--- src/rtl/div_unit.sv ---
// Multi-cycle radix-2 restoring divider (DIV/DIVU) for the EX stage.
// Produces {remainder, quotient}, one quotient bit per cycle, and stalls the pipeline until done.
module div_unit #(
  parameter int WIDTH = 32
) (
  input  logic               clk,
  input  logic               rst,
  input  logic               start_i,
  input  logic               annul_i,
  input  logic               signed_i,
  input  logic [WIDTH-1:0]   opdata1_i,
  input  logic [WIDTH-1:0]   opdata2_i,
  output logic [2*WIDTH-1:0] result_o,
  output logic               ready_o,
  output logic               stallreq_o
);

  localparam int CNT_W = $clog2(WIDTH) + 1;
  localparam logic [CNT_W-1:0] CNT_ONE  = CNT_W'(1);
  localparam logic [CNT_W-1:0] CNT_LAST = CNT_W'(WIDTH);
  localparam logic [WIDTH-1:0] ONE      = WIDTH'(1);

  typedef enum logic [1:0] {S_FREE, S_BYZERO, S_ON, S_END} state_t;

  state_t             state_q, state_d;
  logic [CNT_W-1:0]   cnt_q, cnt_d;
  logic [WIDTH-1:0]   rem_q, rem_d;
  logic [WIDTH-1:0]   quo_q, quo_d;
  logic [WIDTH-1:0]   dvsr_q, dvsr_d;
  logic               negq_q, negq_d;
  logic               negr_q, negr_d;
  logic [2*WIDTH-1:0] result_q, result_d;
  logic               ready_q, ready_d;

  logic [WIDTH:0]     trial;
  logic [WIDTH:0]     diff;
  logic               go;

  // Two's-complement negate when requested; wraps modulo 2^WIDTH.
  function automatic logic [WIDTH-1:0] neg_if(input logic [WIDTH-1:0] v, input logic neg);
    return neg ? (~v + ONE) : v;
  endfunction

  assign go         = start_i & ~annul_i;
  assign stallreq_o = start_i & ~annul_i & ~ready_q;
  assign result_o   = result_q;
  assign ready_o    = ready_q;

  // Trial subtract is WIDTH+1 bits; a set MSB means the divisor did not fit.
  assign trial = {rem_q, quo_q[WIDTH-1]};
  assign diff  = trial - {1'b0, dvsr_q};

  always_ff @(posedge clk or posedge rst) begin
    if (rst) state_q <= S_FREE;
    else     state_q <= state_d;
  end

  always_comb begin
    state_d = state_q;
    case (state_q)
      S_FREE:   if (go) state_d = (opdata2_i == '0) ? S_BYZERO : S_ON;
      S_BYZERO: state_d = S_END;
      S_ON:     if (annul_i) state_d = S_FREE;
                else if (cnt_q == CNT_LAST) state_d = S_END;
      S_END:    if (annul_i || !start_i) state_d = S_FREE;
      default:  state_d = S_FREE;
    endcase
  end

  always_comb begin
    cnt_d    = cnt_q;
    rem_d    = rem_q;
    quo_d    = quo_q;
    dvsr_d   = dvsr_q;
    negq_d   = negq_q;
    negr_d   = negr_q;
    result_d = result_q;
    ready_d  = ready_q;
    case (state_q)
      S_FREE: begin
        result_d = '0;
        ready_d  = 1'b0;
        if (go && opdata2_i != '0) begin
          // Magnitudes and signs are captured once; operand changes afterwards are ignored.
          rem_d  = '0;
          quo_d  = neg_if(opdata1_i, signed_i & opdata1_i[WIDTH-1]);
          dvsr_d = neg_if(opdata2_i, signed_i & opdata2_i[WIDTH-1]);
          negq_d = signed_i & (opdata1_i[WIDTH-1] ^ opdata2_i[WIDTH-1]);
          negr_d = signed_i & opdata1_i[WIDTH-1];
          cnt_d  = '0;
        end
      end
      S_BYZERO: begin
        result_d = '0;
        ready_d  = 1'b1;
      end
      S_ON: begin
        if (annul_i) begin
          result_d = '0;
          ready_d  = 1'b0;
        end else if (cnt_q != CNT_LAST) begin
          rem_d = diff[WIDTH] ? trial[WIDTH-1:0] : diff[WIDTH-1:0];
          quo_d = {quo_q[WIDTH-2:0], ~diff[WIDTH]};
          cnt_d = cnt_q + CNT_ONE;
        end else begin
          result_d = {neg_if(rem_q, negr_q), neg_if(quo_q, negq_q)};
          ready_d  = 1'b1;
        end
      end
      S_END: begin
        if (annul_i || !start_i) begin
          result_d = '0;
          ready_d  = 1'b0;
        end
      end
      default: begin
        result_d = '0;
        ready_d  = 1'b0;
      end
    endcase
  end

  always_ff @(posedge clk or posedge rst) begin
    if (rst) begin
      cnt_q    <= '0;
      rem_q    <= '0;
      quo_q    <= '0;
      dvsr_q   <= '0;
      negq_q   <= 1'b0;
      negr_q   <= 1'b0;
      result_q <= '0;
      ready_q  <= 1'b0;
    end else begin
      cnt_q    <= cnt_d;
      rem_q    <= rem_d;
      quo_q    <= quo_d;
      dvsr_q   <= dvsr_d;
      negq_q   <= negq_d;
      negr_q   <= negr_d;
      result_q <= result_d;
      ready_q  <= ready_d;
    end
  end

endmodule

--- config.mk ---
export PLATFORM = sky130hd
export DESIGN_NAME = div_unit
export DESIGN_NICKNAME = d
export VERILOG_FILES = /design/src/rtl/div_unit.sv
export SDC_FILE = /design/constraint.sdc
export NUM_CORES = 1
export LEC_CHECK = 0
export BUFFER_PORTS_ARGS = -buffer_cell sky130_fd_sc_hd__buf_4
export CAP_MARGIN = 5
export CORE_MARGIN = 2
export CORE_UTILIZATION = 43
export DETAILED_ROUTE_END_ITERATION = 7
export GPL_TIMING_DRIVEN = 0
export PLACE_DENSITY = 0.7
export SLEW_MARGIN = 20
export SYNTH_ARGS = -nofsm -noshare
export SYNTH_HDL_FRONTEND = slang
export SYNTH_SLANG_ARGS = --single-unit
export TNS_END_PERCENT = 1
--- constraint.sdc ---
create_clock -name clk -period 13.5 [get_ports clk]
set_input_delay 2.025 -clock clk [delete_from_list [all_inputs] [get_ports clk]]
set_output_delay 2.025 -clock clk [all_outputs]
set_load 0.01 [all_outputs]
==> run summary <==
status: finished clean
maximum capacitance violations: 0
Ports: 135
Layout Cells excl Fill: 1,808
EDFF count, synth: 0
core area: 25,800 um^2
Final setup violation count: 0
die height: 165 um
Yosys reg bits: 171
P per Cell Area: 221 nW/um^2
CTS Buf Count: 17
largest area contributor in the netlist: dfrtp_1
CP arrival: 5850 ps
vias post-DR: 10.0k
post-route ant nets: 0
Synth top cells by count: nand2_1 (182), dfrtp_1 (171), o21ai_0 (143)
Fmax: 0.179 GHz
Residual DRC: 0
global-route usage over all layers: 23.4%
average vias per placed instance: 5.54
clk buf depth: 2
top post-synthesis cells by area: dfrtp_1 (38%), xor2_1 (7.4%), o21ai_0 (6.4%)
Reg clk slew, reported paths: 70 ps
top_reg_cell synth: dfrtp_1
syn avg cell area: 8.57 um^2
num rows: 59
Critical Path End Type: flop
DR WL/cell: 17.3 um
Worst-Skew Late Latency: 440 ps
top-count cell post-synth: nand2_1
CTS tree: built
cells after synthesis: 1,306
# diodes: 0
postcts setup bufs: 0
die width: 165 um
TritonCTS Sinks: 171
Max Transition Viols Final: 0
fin crit period: 5570 ps
largest net degree at the start of global routing: 100
RSZ-0062 raised after global routing: no
drt first pass iters: 5
Async SR Flop Fraction: 100%
ratio of final minimum period to clock period: 41.3%
CP Max Fanout: 10
share of cells above drive strength 1: 13.4%
worst-margin pin slew: 830 ps
Placed Cells: 1,776
library cells used by synthesis: 66
synthesized net count: 1,418
Multi-input gate area: 6450 um^2
WS Path Type: in -> reg
Final Net Count: 1,572
Lkg Pwr: 6.09 nW
crit start category: input port
Post-CTS Hold Fix Bufs: 0
Initial DRC Count: 808
Final Hold Vio Count: 0
first-pass GRT wire length: 50.1 mm
VDD IR max: 0.111 mV
GR Overflow Total: 0
post-synth top area share: 38.2%
Post-Place Cell Area: 12,700 um^2
number of global-route vias before repair: 9,327
Root Driver: clkbuf_16
CTS resizes: 0
I/O Buffers: 134
detailed placement HPWL: 24.6 mm
H-tree depth: 4
Fin Setup TNS: 0 ps
storage element area: 4280 um^2
Ys Warns: 0
initial antenna violation count: 0
total routed wirelength: 31.3 mm
Seq/Total Area, Yosys: 38.2%
Fillers: 2,437
clk_skew: 11.6 ps
worst hold slack: 483 ps
Final Instance Area: 13,300 um^2
HP Class: reg -> reg
die area: 27,300 um^2
mapped cell area: 11,200 um^2
Crit path required time: 13,780 ps
Tot Pwr: 2.93 mW
worst slew margin relative to its limit: 44.6%
initial core utilization: 43.3%
Synth-to-Final Area Change: 18.5%
routability cong.: 0.956
-- cell families (layout without fill, tap and decap cells) --
group                      after synthesis  count (layout)  share of synthesized area, %
DFF                                    171             171                          38.2
buffers and inverters                  123             290                          4.18
AOI/OAI and AO/OA                      373             373                          20.9
muxes                                   29              29                          2.61
xor gates and xnor gates               150             150                          11.7
adders and majority gates               43              43                          4.87
and+or+nand+nor                        417             417                          17.5
-- sequential cells by signal, indices dropped and copies added (netlist names) --
register and cells:
ready_o 1, cnt_q 6, rem_q 32, result_o 64, state_q 2, quo_q 32, negr_q 1, dvsr_q 32
negq_q 1
-- cells in the final DEF, fill, tap and decap left out, types with 12 or more instances in the layout --
cell type / synthesis / layout
nand2b_1: 12 / 12
ha_1: 42 / 42
nand4_1: 19 / 19
inv_1: 56 / 55
a21oi_1: 77 / 77
a21o_1: 13 / 13
o31ai_1: 45 / 45
nand3_1: 17 / 17
nor3_1: 19 / 19
xnor2_1: 55 / 55
o21ai_0: 143 / 143
or4_1: 15 / 15
dfrtp_1: 171 / 171
xor2_1: 95 / 95
clkbuf_16: 0 / 17
or3_1: 12 / 12
buf_4: 0 / 134
nand2_1: 182 / 182
nor2_1: 94 / 94
mux2i_1: 27 / 27
clkbuf_1: 56 / 56
nor2b_1: 12 / 12
-- worst max-delay path: stages --
cell	delay, ps
buf_4	120
inv_1	80
ha_1	170
or3b_2	490
nor4b_2	510
nand4_1	350
o31ai_1	570
a211o_1	210
clkbuf_1	290
buf_2	310
clkbuf_1	510
o21ai_0	210
-- where the power goes --
group	switching, mW	total [mW]	internal (mW)
Combinational	0.962	1.58	0.617
Clock	0.241	0.507	0.266
Sequential	0.194	0.846	0.652
-- through the flow --
| stage | utilization, % | setup WS, ps |
|---|---|---|
| after floorplan | - | 6840 |
| after global placement | 48.9 | 4940 |
| after detailed placement | 49.0 | 7600 |
| after CTS | 51.3 | 8040 |
| after global routing | 51.3 | 7740 |
| final | 51.3 | 7930 |
-- routing by layer --
| layer | GRT usage (%) | vias up | wire length [um] |
|---|---|---|---|
| met5 | 0 | - | 0 |
| met4 | 5.72 | 0 | 527 |
| met3 | 4.52 | 35 | 1990 |
| met2 | 35.2 | 322 | 13700 |
| met1 | 34.7 | 4728 | 15100 |
| li1 | - | 4937 | - |
-- worst paths after layout --
check,start,slack (ps),cells after the start,endpoint
worst max-delay path,opdata2_i[0],7930,12,quo_q[24]$_DFFE_PP0P_
worst min-delay path,result_o[26]$_DFFE_PP0P_,480,2,result_o[26]$_DFFE_PP0P_
min in group asynchronous,rst,1710,2,result_o[38]$_DFFE_PP0P_
worst max register to register,quo_q[31]$_DFFE_PP0P_,9750,13,rem_q[24]$_DFFE_PP0P_
worst min register to register,result_o[26]$_DFFE_PP0P_,480,2,result_o[26]$_DFFE_PP0P_
max in group asynchronous,rst,11000,3,dvsr_q[2]$_DFFE_PP0P_
-- layout make-up --
cell class	instances	share of cell area (%)
clock inverters	15	1.33
plain buffers	67	1.94
repair buffers	135	7.79
flip-flops and latches	171	32.3
well taps	335	3.16
inverters	56	1.64
multi-input cells	1012	48.7
clock buffers	17	3.21
(Power assumes the default switching activity.)
